--- src/rtl/dcache_stall_ctrl.sv ---
// Direct-mapped, 16-line, write-through/no-write-allocate data cache controller.
// Stalls the pipeline (Dhit=0) while a read fill or a store write-through is in flight.
//
// state | meaning
// IDLE  | accept a new access; read hits complete combinationally
// RFILL | read miss outstanding to backing memory
// WTHRU | store being written through to backing memory
module dcache_stall_ctrl (
    input  logic        clk,
    input  logic        reset,
    input  logic        MemReadM,
    input  logic        MemWriteM,
    input  logic [31:0] AddrM,
    input  logic [31:0] WriteDataM,
    output logic [31:0] ReadDataM,
    output logic        Dhit,
    output logic        MemReq,
    output logic        MemWe,
    output logic [31:0] MemAddr,
    output logic [31:0] MemWData,
    input  logic [31:0] MemRData,
    input  logic        MemAck,
    output logic [31:0] MissCount
);

    typedef enum logic [1:0] {IDLE, RFILL, WTHRU} state_t;

    state_t      state_q, state_d;
    logic [29:0] waddr_q, waddr_d;
    logic [31:0] wdata_q, wdata_d;
    logic [31:0] miss_q, miss_d;
    logic [15:0] valid_q, valid_d;
    logic [25:0] tag_q  [16];
    logic [31:0] line_q [16];

    logic        line_we;
    logic        tag_we;
    logic [31:0] line_wdata;
    logic [3:0]  req_idx;
    logic [3:0]  lat_idx;
    logic [25:0] lat_tag;
    logic        req_hit;
    logic        lat_hit;
    logic        unused_addr_bits;

    assign req_idx = AddrM[5:2];
    assign lat_idx = waddr_q[3:0];
    assign lat_tag = waddr_q[29:4];
    assign req_hit = valid_q[req_idx] && (tag_q[req_idx] == AddrM[31:6]);
    assign lat_hit = valid_q[lat_idx] && (tag_q[lat_idx] == lat_tag);
    assign unused_addr_bits = ^AddrM[1:0];
    assign MissCount = miss_q;

    always_comb begin
        state_d    = state_q;
        waddr_d    = waddr_q;
        wdata_d    = wdata_q;
        miss_d     = miss_q;
        valid_d    = valid_q;
        line_we    = 1'b0;
        tag_we     = 1'b0;
        line_wdata = MemRData;
        Dhit       = 1'b1;
        ReadDataM  = 32'h0;
        MemReq     = 1'b0;
        MemWe      = 1'b0;
        MemAddr    = 32'h0;
        MemWData   = 32'h0;
        case (state_q)
            IDLE: begin
                // Store wins when both requests are raised together.
                if (MemWriteM) begin
                    Dhit    = 1'b0;
                    waddr_d = AddrM[31:2];
                    wdata_d = WriteDataM;
                    state_d = WTHRU;
                end else if (MemReadM) begin
                    if (req_hit) begin
                        ReadDataM = line_q[req_idx];
                    end else begin
                        Dhit    = 1'b0;
                        waddr_d = AddrM[31:2];
                        miss_d  = miss_q + 32'd1;
                        state_d = RFILL;
                    end
                end
            end
            RFILL: begin
                MemReq  = 1'b1;
                MemAddr = {waddr_q, 2'b00};
                Dhit    = MemAck;
                if (MemAck) begin
                    ReadDataM        = MemRData;
                    line_we          = 1'b1;
                    tag_we           = 1'b1;
                    valid_d[lat_idx] = 1'b1;
                    state_d          = IDLE;
                end
            end
            WTHRU: begin
                MemReq   = 1'b1;
                MemWe    = 1'b1;
                MemAddr  = {waddr_q, 2'b00};
                MemWData = wdata_q;
                Dhit     = MemAck;
                if (MemAck) begin
                    // No write-allocate: only refresh a line that already holds this word.
                    line_we    = lat_hit;
                    line_wdata = wdata_q;
                    state_d    = IDLE;
                end
            end
            default: state_d = IDLE;
        endcase
    end

    always_ff @(posedge clk or posedge reset) begin
        if (reset) begin
            state_q <= IDLE;
            waddr_q <= 30'h0;
            wdata_q <= 32'h0;
            miss_q  <= 32'h0;
            valid_q <= 16'h0;
        end else begin
            state_q <= state_d;
            waddr_q <= waddr_d;
            wdata_q <= wdata_d;
            miss_q  <= miss_d;
            valid_q <= valid_d;
        end
    end

    // Line data and tags carry no reset; they are meaningless while invalid.
    always_ff @(posedge clk) begin
        if (line_we) line_q[lat_idx] <= line_wdata;
        if (tag_we)  tag_q[lat_idx]  <= lat_tag;
    end

endmodule

--- config.mk ---
export PLATFORM = sky130hd
export DESIGN_NAME = dcache_stall_ctrl
export DESIGN_NICKNAME = d
export VERILOG_FILES = /design/src/rtl/dcache_stall_ctrl.sv
export SDC_FILE = /design/constraint.sdc
export NUM_CORES = 1
export LEC_CHECK = 0
export ABC_AREA = 1
export CORE_MARGIN = 2
export CORE_UTILIZATION = 40
export DETAILED_ROUTE_END_ITERATION = 8
export PLACE_DENSITY_LB_ADDON = 0.15
export SLEW_MARGIN = 40
export SYNTH_ARGS = -nofsm -noshare
export SYNTH_HDL_FRONTEND = slang
export SYNTH_SLANG_ARGS = --single-unit
--- constraint.sdc ---
create_clock -name clk -period 3.9 [get_ports clk]
set_input_delay 0.585 -clock clk [delete_from_list [all_inputs] [get_ports clk]]
set_output_delay 0.585 -clock clk [all_outputs]
set_load 0.03 [all_outputs]
Word-level counts from Yosys, hierarchy flattened --
Memories as Yosys holds them, arrays and structs flattened. Index checks and enable logic that the tools add are counted.
Word-level totals: bits in registers 112, RAM bits 928, output and inout port bits 131, word-level logic and storage cells 70, memories 2
Operators by class: add/subtract/negate cells 1, magnitude comparators 3, eq/ne operators 8, muxes and demuxes 37, bitwise logic cells 3, reduce and logical (&&, ||, !) cells 11
Memories:
- line_q | depth 16, bits a word 32, rd ports 1, clocked after memory_dff 0, write ports 1, RTL line 34 | logic [31:0] line_q [16];
- tag_q | depth 16, bits a word 26, rd ports 2, clocked after memory_dff 0, write ports 1, RTL line 33 | logic [25:0] tag_q [16];
Operator list (number):
- 2-to-1 mux 32 bit | 8
- 2-to-1 mux 30 bit | 3
- one-hot mux 32 bit (2 select lines) | 1
- == test 26 bit | 2
- adder 32 x 1 -> 32 bit (second input constant) | 1
- bitwise OR 16 bit | 1
- 2-to-1 mux 1 bit | 15
- < comparator 4 x 5 -> 1 bit (second input constant) | 2
- binary-select mux 1 bit (select 4 bit) | 2
- 2-to-1 mux 2 bit | 4
- inequality test 3 bit (second input constant) | 2
- AND reduction 3 bit | 2
- demux 1 bit (select 4 bit) | 1
- >= comparator 4 x 1 -> 1 bit (second input constant) | 1
- one-hot mux 1 bit (2 select lines) | 2
- one-hot mux 2 bit (2 select lines) | 1
- AND reduction 2 bit | 2
- AND reduction 4 bit | 1
- logical AND 1 bit | 3
- == test 2 x 1 -> 1 bit (second input constant) | 1
- == test 2 bit (second input constant) | 1
- zero test 2 bit | 1
- inequality test 2 x 1 -> 1 bit (second input constant) | 1
- inequality test 2 bit (second input constant) | 1
- other kinds (3) | 4

Longest topological paths before layout --
word-level depth 7, depth in mapped cells 22, gate-level depth less buffers 18

Worst setup path before layout --
No wires, ideal clock.
path type register to register, start reg waddr_q[1], end mem line_q[10][0], enable pin, arrival 3.483 ns, required time 3.479 ns, setup slack -0.005 ns, stages on the path, launching flop included 19, buffers on the path 3, cell sequence dfrtp_1 nand2_2 inv_2 buf_4 buf_4 a22oi_1 nand2_1 nand2_1 nand2_1 o21bai_1 nand2_1 nor2_1 nand2_1 nor2_1 nand2_1 o21ai_1 nand2_2 buf_6 nor2_1
On the way: cells in the longest elaborated chain, start to end 7, elaborated cells on any way between the ends 9, classes of those cells eq/ne (1); mux (6); reduce/logical (1); memory (1)
Ends and longest elaborated chain:
- start, declared | RTL line 29 | logic [29:0] waddr_q, waddr_d;
- start signal, assigned | RTL line 126 | waddr_q <= waddr_d;
- memory (16 x 26 bit) / binary-select mux 1 bit (select 4 bit) (equally long branches)
- == test 26 bit / 2-to-1 mux 1 bit (equally long branches) | RTL line 50 | assign lat_hit = valid_q[lat_idx] && (tag_q[lat_idx] == lat_tag);
- logical AND 1 bit | RTL line 50
- 2-to-1 mux 1 bit | RTL line 106 | if (MemAck) begin
- one-hot mux 1 bit (2 select lines) | RTL line 69 | case (state_q)
- 2-to-1 mux 1 bit | RTL line 135 | if (line_we) line_q[lat_idx] <= line_wdata;
- 2-to-1 mux 1 bit (not written as such) | RTL line 135
- end, declared | RTL line 34
Parallel ways exist; a longest one is shown, timed or not. The select of a mux whose other input is x is not followed.

==> summary.md <==
| Metric | Value |
|---|---|
| Outcome | `completed` |
| F_max | `0.264 GHz` |
| Area share of the leading cell type in the synthesized netlist | `58.2%` |
| Via count of the first global-routing pass | `35773` |
| Busiest grt layer | `met2` |
| NumNets Final | `5252` |
| Maximum ir drop on the vdd rail | `0.428 mV` |
| Clock buffer count from CTS | `116` |
| Clock root buffer master | `sky130_fd_sc_hd__clkbuf_16` |
| Period Utilization, post-route | `97.3%` |
| Top area cells in the synthesized netlist | `sky130_fd_sc_hd__edfxtp_1 (58%), sky130_fd_sc_hd__nand2_1 (12%), sky130_fd_sc_hd__dfrtp_1 (5.9%), sky130_fd_sc_hd__nand3_1 (4.1%), sky130_fd_sc_hd__a22oi_1 (3.1%)` |
| Nature of the critical path endpoint | `primary output` |
| Met1 GRT Util | `35.6%` |
| CP arrival | `3210 ps` |
| Fin. Hold Viols | `0` |
| Setup TNS | `0 ps` |
| Routability-driven placement congestion ratio | `0.885` |
| Number of max-slew violations in the final report | `0` |
| Classification of the worst-slack hold path | `input port to asynchronous set/reset pin` |
| Number of primary I/O pins | `232` |
| Post-Layout Cell Count | `6849` |
| Number of cells after detailed placement | `6612` |
| Die Outline Area | `122000 sq um` |
| Average cell area after synthesis | `10.0 sq um` |
| Effective utilization at floorplan | `40.4%` |
| Remaining routing DRC violations | `0` |
| Post-synthesis sequential area ratio | `64.1%` |
| Met2 layer usage reported by global route | `42.7%` |
| Grt ovf | `0` |
| Core area | `118000 sq um` |
| Number of antenna-violating nets in the routed design | `0` |
| Most common library cells after synthesis | `sky130_fd_sc_hd__nand2_1 (1543), sky130_fd_sc_hd__edfxtp_1 (928), sky130_fd_sc_hd__nand3_1 (395), sky130_fd_sc_hd__inv_1 (355), sky130_fd_sc_hd__a21oi_1 (262)` |
| Count of endpoints failing setup in the final report | `0` |
| Wire length of the first global-routing pass | `235 mm` |
| Layout Skew | `82.0 ps` |
| Vias per Instance | `5.47` |
| Post-CTS Hold Fix Bufs | `0` |
| Share of synthesized flip-flops with an asynchronous set or reset | `10.8%` |
| Std cell rows | `126` |
| Width of the die | `350 um` |
| Slew @ Worst Pin | `852 ps` |
| Clock transition at the register clock pins on the worst setup and hold paths after CTS | `60 ps` |
| Post-Place Worst Slack | `32.7 ps` |
| Yosys warns | `0` |
| Clock latency at the later pin of the worst-skew pair | `740 ps` |
| Setup repair after global routing missed its margin | `yes` |
| Path depth of the worst reg2reg path | `18` |
| Worst setup path category | `flip-flop to primary output` |
| Tightest slew margin relative to the limit | `42.7%` |
| Count of max-cap constraint violations | `0` |
| Critical path required time | `3310 ps` |
| Sum of net half-perimeters after detailed placement | `97.2 mm` |
| Launching element type of the critical path | `flip-flop` |
| Largest fanout on the critical path | `8` |
| Number of detailed-routing iterations run before antenna repair | `5` |
| Number of vias after detailed routing | `37468` |
| Pwr per Cell Area | `604 nW/um^2` |
| Vertical die dimension | `350 um` |
| Number of synthesized flops with an enable pin | `928` |
| Total routing usage reported by global routing | `25.8%` |
| Antenna violations before repair | `3` |
| Post-DR wirelength/cell | `23.6 um` |
| Count of input and output buffers | `227` |
| Met3 track demand over resource | `3.07%` |
| Library cells used by synthesis | `38` |
| Clock Tree Buf Depth | `3` |
| Flops & latches, synth | `1040` |
| Mapped cell area | `47800 sq um` |
| Filler instances | `10746` |
| Cell count after synthesis | `4773` |
| Clock tree from TritonCTS | `built` |
| Number of clock sinks | `1040` |
| Library cell with the highest instance count after synthesis | `sky130_fd_sc_hd__nand2_1` |
| Total chip power | `0.0357 W` |
| Post-layout minimum cycle time | `3790 ps` |
| Final Worst Setup Slack | `106 ps` |
| Share of layout cells above drive strength 1 | `12.6%` |
| Total detailed-routing wirelength | `161 mm` |
| Leading register cell type out of synthesis | `sky130_fd_sc_hd__edfxtp_1` |
| Most area-hungry cell type in the Yosys netlist | `sky130_fd_sc_hd__edfxtp_1` |
| Maximum number of pins on one net before global-route repair | `165` |
| Layout-stage area growth over the synthesis result | `23.5%` |
| Number of levels in the clock H-tree | `3` |
| Iter 0 DRT Violations | `4101` |
| Leak Pwr | `23.6 nW` |
-- placed cells by master, fill, tap and decap left out, drive strengths merged, types with 5 or more instances in the layout --
| cell | count |
|---|---|
| nand4 | 9 |
| nand2 | 1545 |
| buf | 369 |
| a22oi | 198 |
| or2 | 14 |
| nor2 | 237 |
| clkinvlp | 5 |
| inv | 365 |
| o211ai | 18 |
| clkbuf | 151 |
| edfxtp | 928 |
| nor3 | 14 |
| o21bai | 13 |
| a221oi | 110 |
| ha | 5 |
| nor4 | 9 |
| a21oi | 262 |
| clkdlybuf4s50 | 189 |
| xor2 | 27 |
| nand3 | 395 |
| clkinv | 54 |
| bufinv | 13 |
| a311o | 18 |
| o21ai | 146 |
| dfrtp | 112 |
| o31ai | 30 |
-- layer usage --
layer,share of wire [%],vias up
li1,-,17316
met1,43,18442
met2,48,1442
met3,6.9,264
met4,2.6,4
met5,0.014,-
-- layout make-up --
cell class / instances / area [sq um] / area share (%)
diodes: 1 / 2.50 / 0.00423
clock buffers: 145 / 3090 / 5.23
clock inverters: 75 / 788 / 1.33
inverters: 362 / 1400 / 2.37
multi-input cells: 3062 / 14900 / 25.3
flip-flops and latches: 1040 / 30700 / 51.9
well taps: 1600 / 2000 / 3.39
repair buffers: 564 / 6210 / 10.5
-- final timing paths --
path / endpoint / slack [ps] / from
worst min-delay path: wdata_q[21]$_DFFE_PP0P_ / 360 / reset
worst max-delay path: ReadDataM[30] / 110 / tag_q[0][6]$_DFFE_PP_
worst min register to register: valid_q[4]$_DFFE_PP0P_ / 480 / valid_q[4]$_DFFE_PP0P_
min in group clk: wdata_q[16]$_DFFE_PP0P_ / 400 / WriteDataM[16]
max in group asynchronous: waddr_q[15]$_DFFE_PP0P_ / 2740 / reset
worst max register to register: line_q[6][14]$_DFFE_PP_ / 210 / waddr_q[0]$_DFFE_PP0P_
-- stage by stage --
stage / hold WS (ps) / area (sq um) / utilization (%)
2_1_floorplan: 439 / 47800 / -
3_3_place_gp: 453 / 54700 / 46.2
5_1_grt: 399 / 59100 / 49.9
4_1_cts: 351 / 58700 / 49.5
3_5_place_dp: 464 / 54700 / 46.2
6_report: 359 / 59100 / 49.9
-- cell families after synthesis --
kind of cell / share of synthesized area, %
buf+inv: 5.66
compound gates: 10.8
fa+ha+maj: 0.131
mux: 0.0235
other cells: 0.00784
simple gates: 18.7
flops: 64.1
xor+xnor: 0.568
-- critical path: stages, from the launching register on --
cell                       delay, ps
sky130_fd_sc_hd__edfxtp_1        390
sky130_fd_sc_hd__or2_2           280
sky130_fd_sc_hd__nand3_1          60
sky130_fd_sc_hd__nand3_1         100
sky130_fd_sc_hd__nand3_2          90
sky130_fd_sc_hd__nand2_1          50
sky130_fd_sc_hd__nand2_1          70
sky130_fd_sc_hd__nand2_2         100
sky130_fd_sc_hd__nor2_1          120
sky130_fd_sc_hd__nand2_1          70
sky130_fd_sc_hd__nor2_2          150
sky130_fd_sc_hd__nand2_4         120
sky130_fd_sc_hd__nor2_4          120
sky130_fd_sc_hd__nand2_4         120
sky130_fd_sc_hd__buf_12          180
sky130_fd_sc_hd__buf_4           160
sky130_fd_sc_hd__o21ai_1         110
sky130_fd_sc_hd__buf_4           170
-- sequential cells by signal, summed over array words and instances, names as in the netlist --
register,flops
line_q,512
tag_q,416
MissCount,32
wdata_q,32
waddr_q,30
valid_q,16
state_q,2
-- where the power goes --
part           total, W  internal (W)  leakage [nW]  switching [W]
registers        0.0142        0.0136          9.75       0.000647
logic            0.0103       0.00336          11.9        0.00697
clock network    0.0111       0.00649          1.90        0.00464
total            0.0357        0.0234          23.6         0.0123
-- what timing repair did --
action	4_1_cts	5_1_grt
buffers inserted	1	9
pin swaps	2	18
endpoints found under the setup margin	22	542
gates resized for setup	4	82
cloned	0	5
Note: power is estimated with default switching activity, not from simulation.
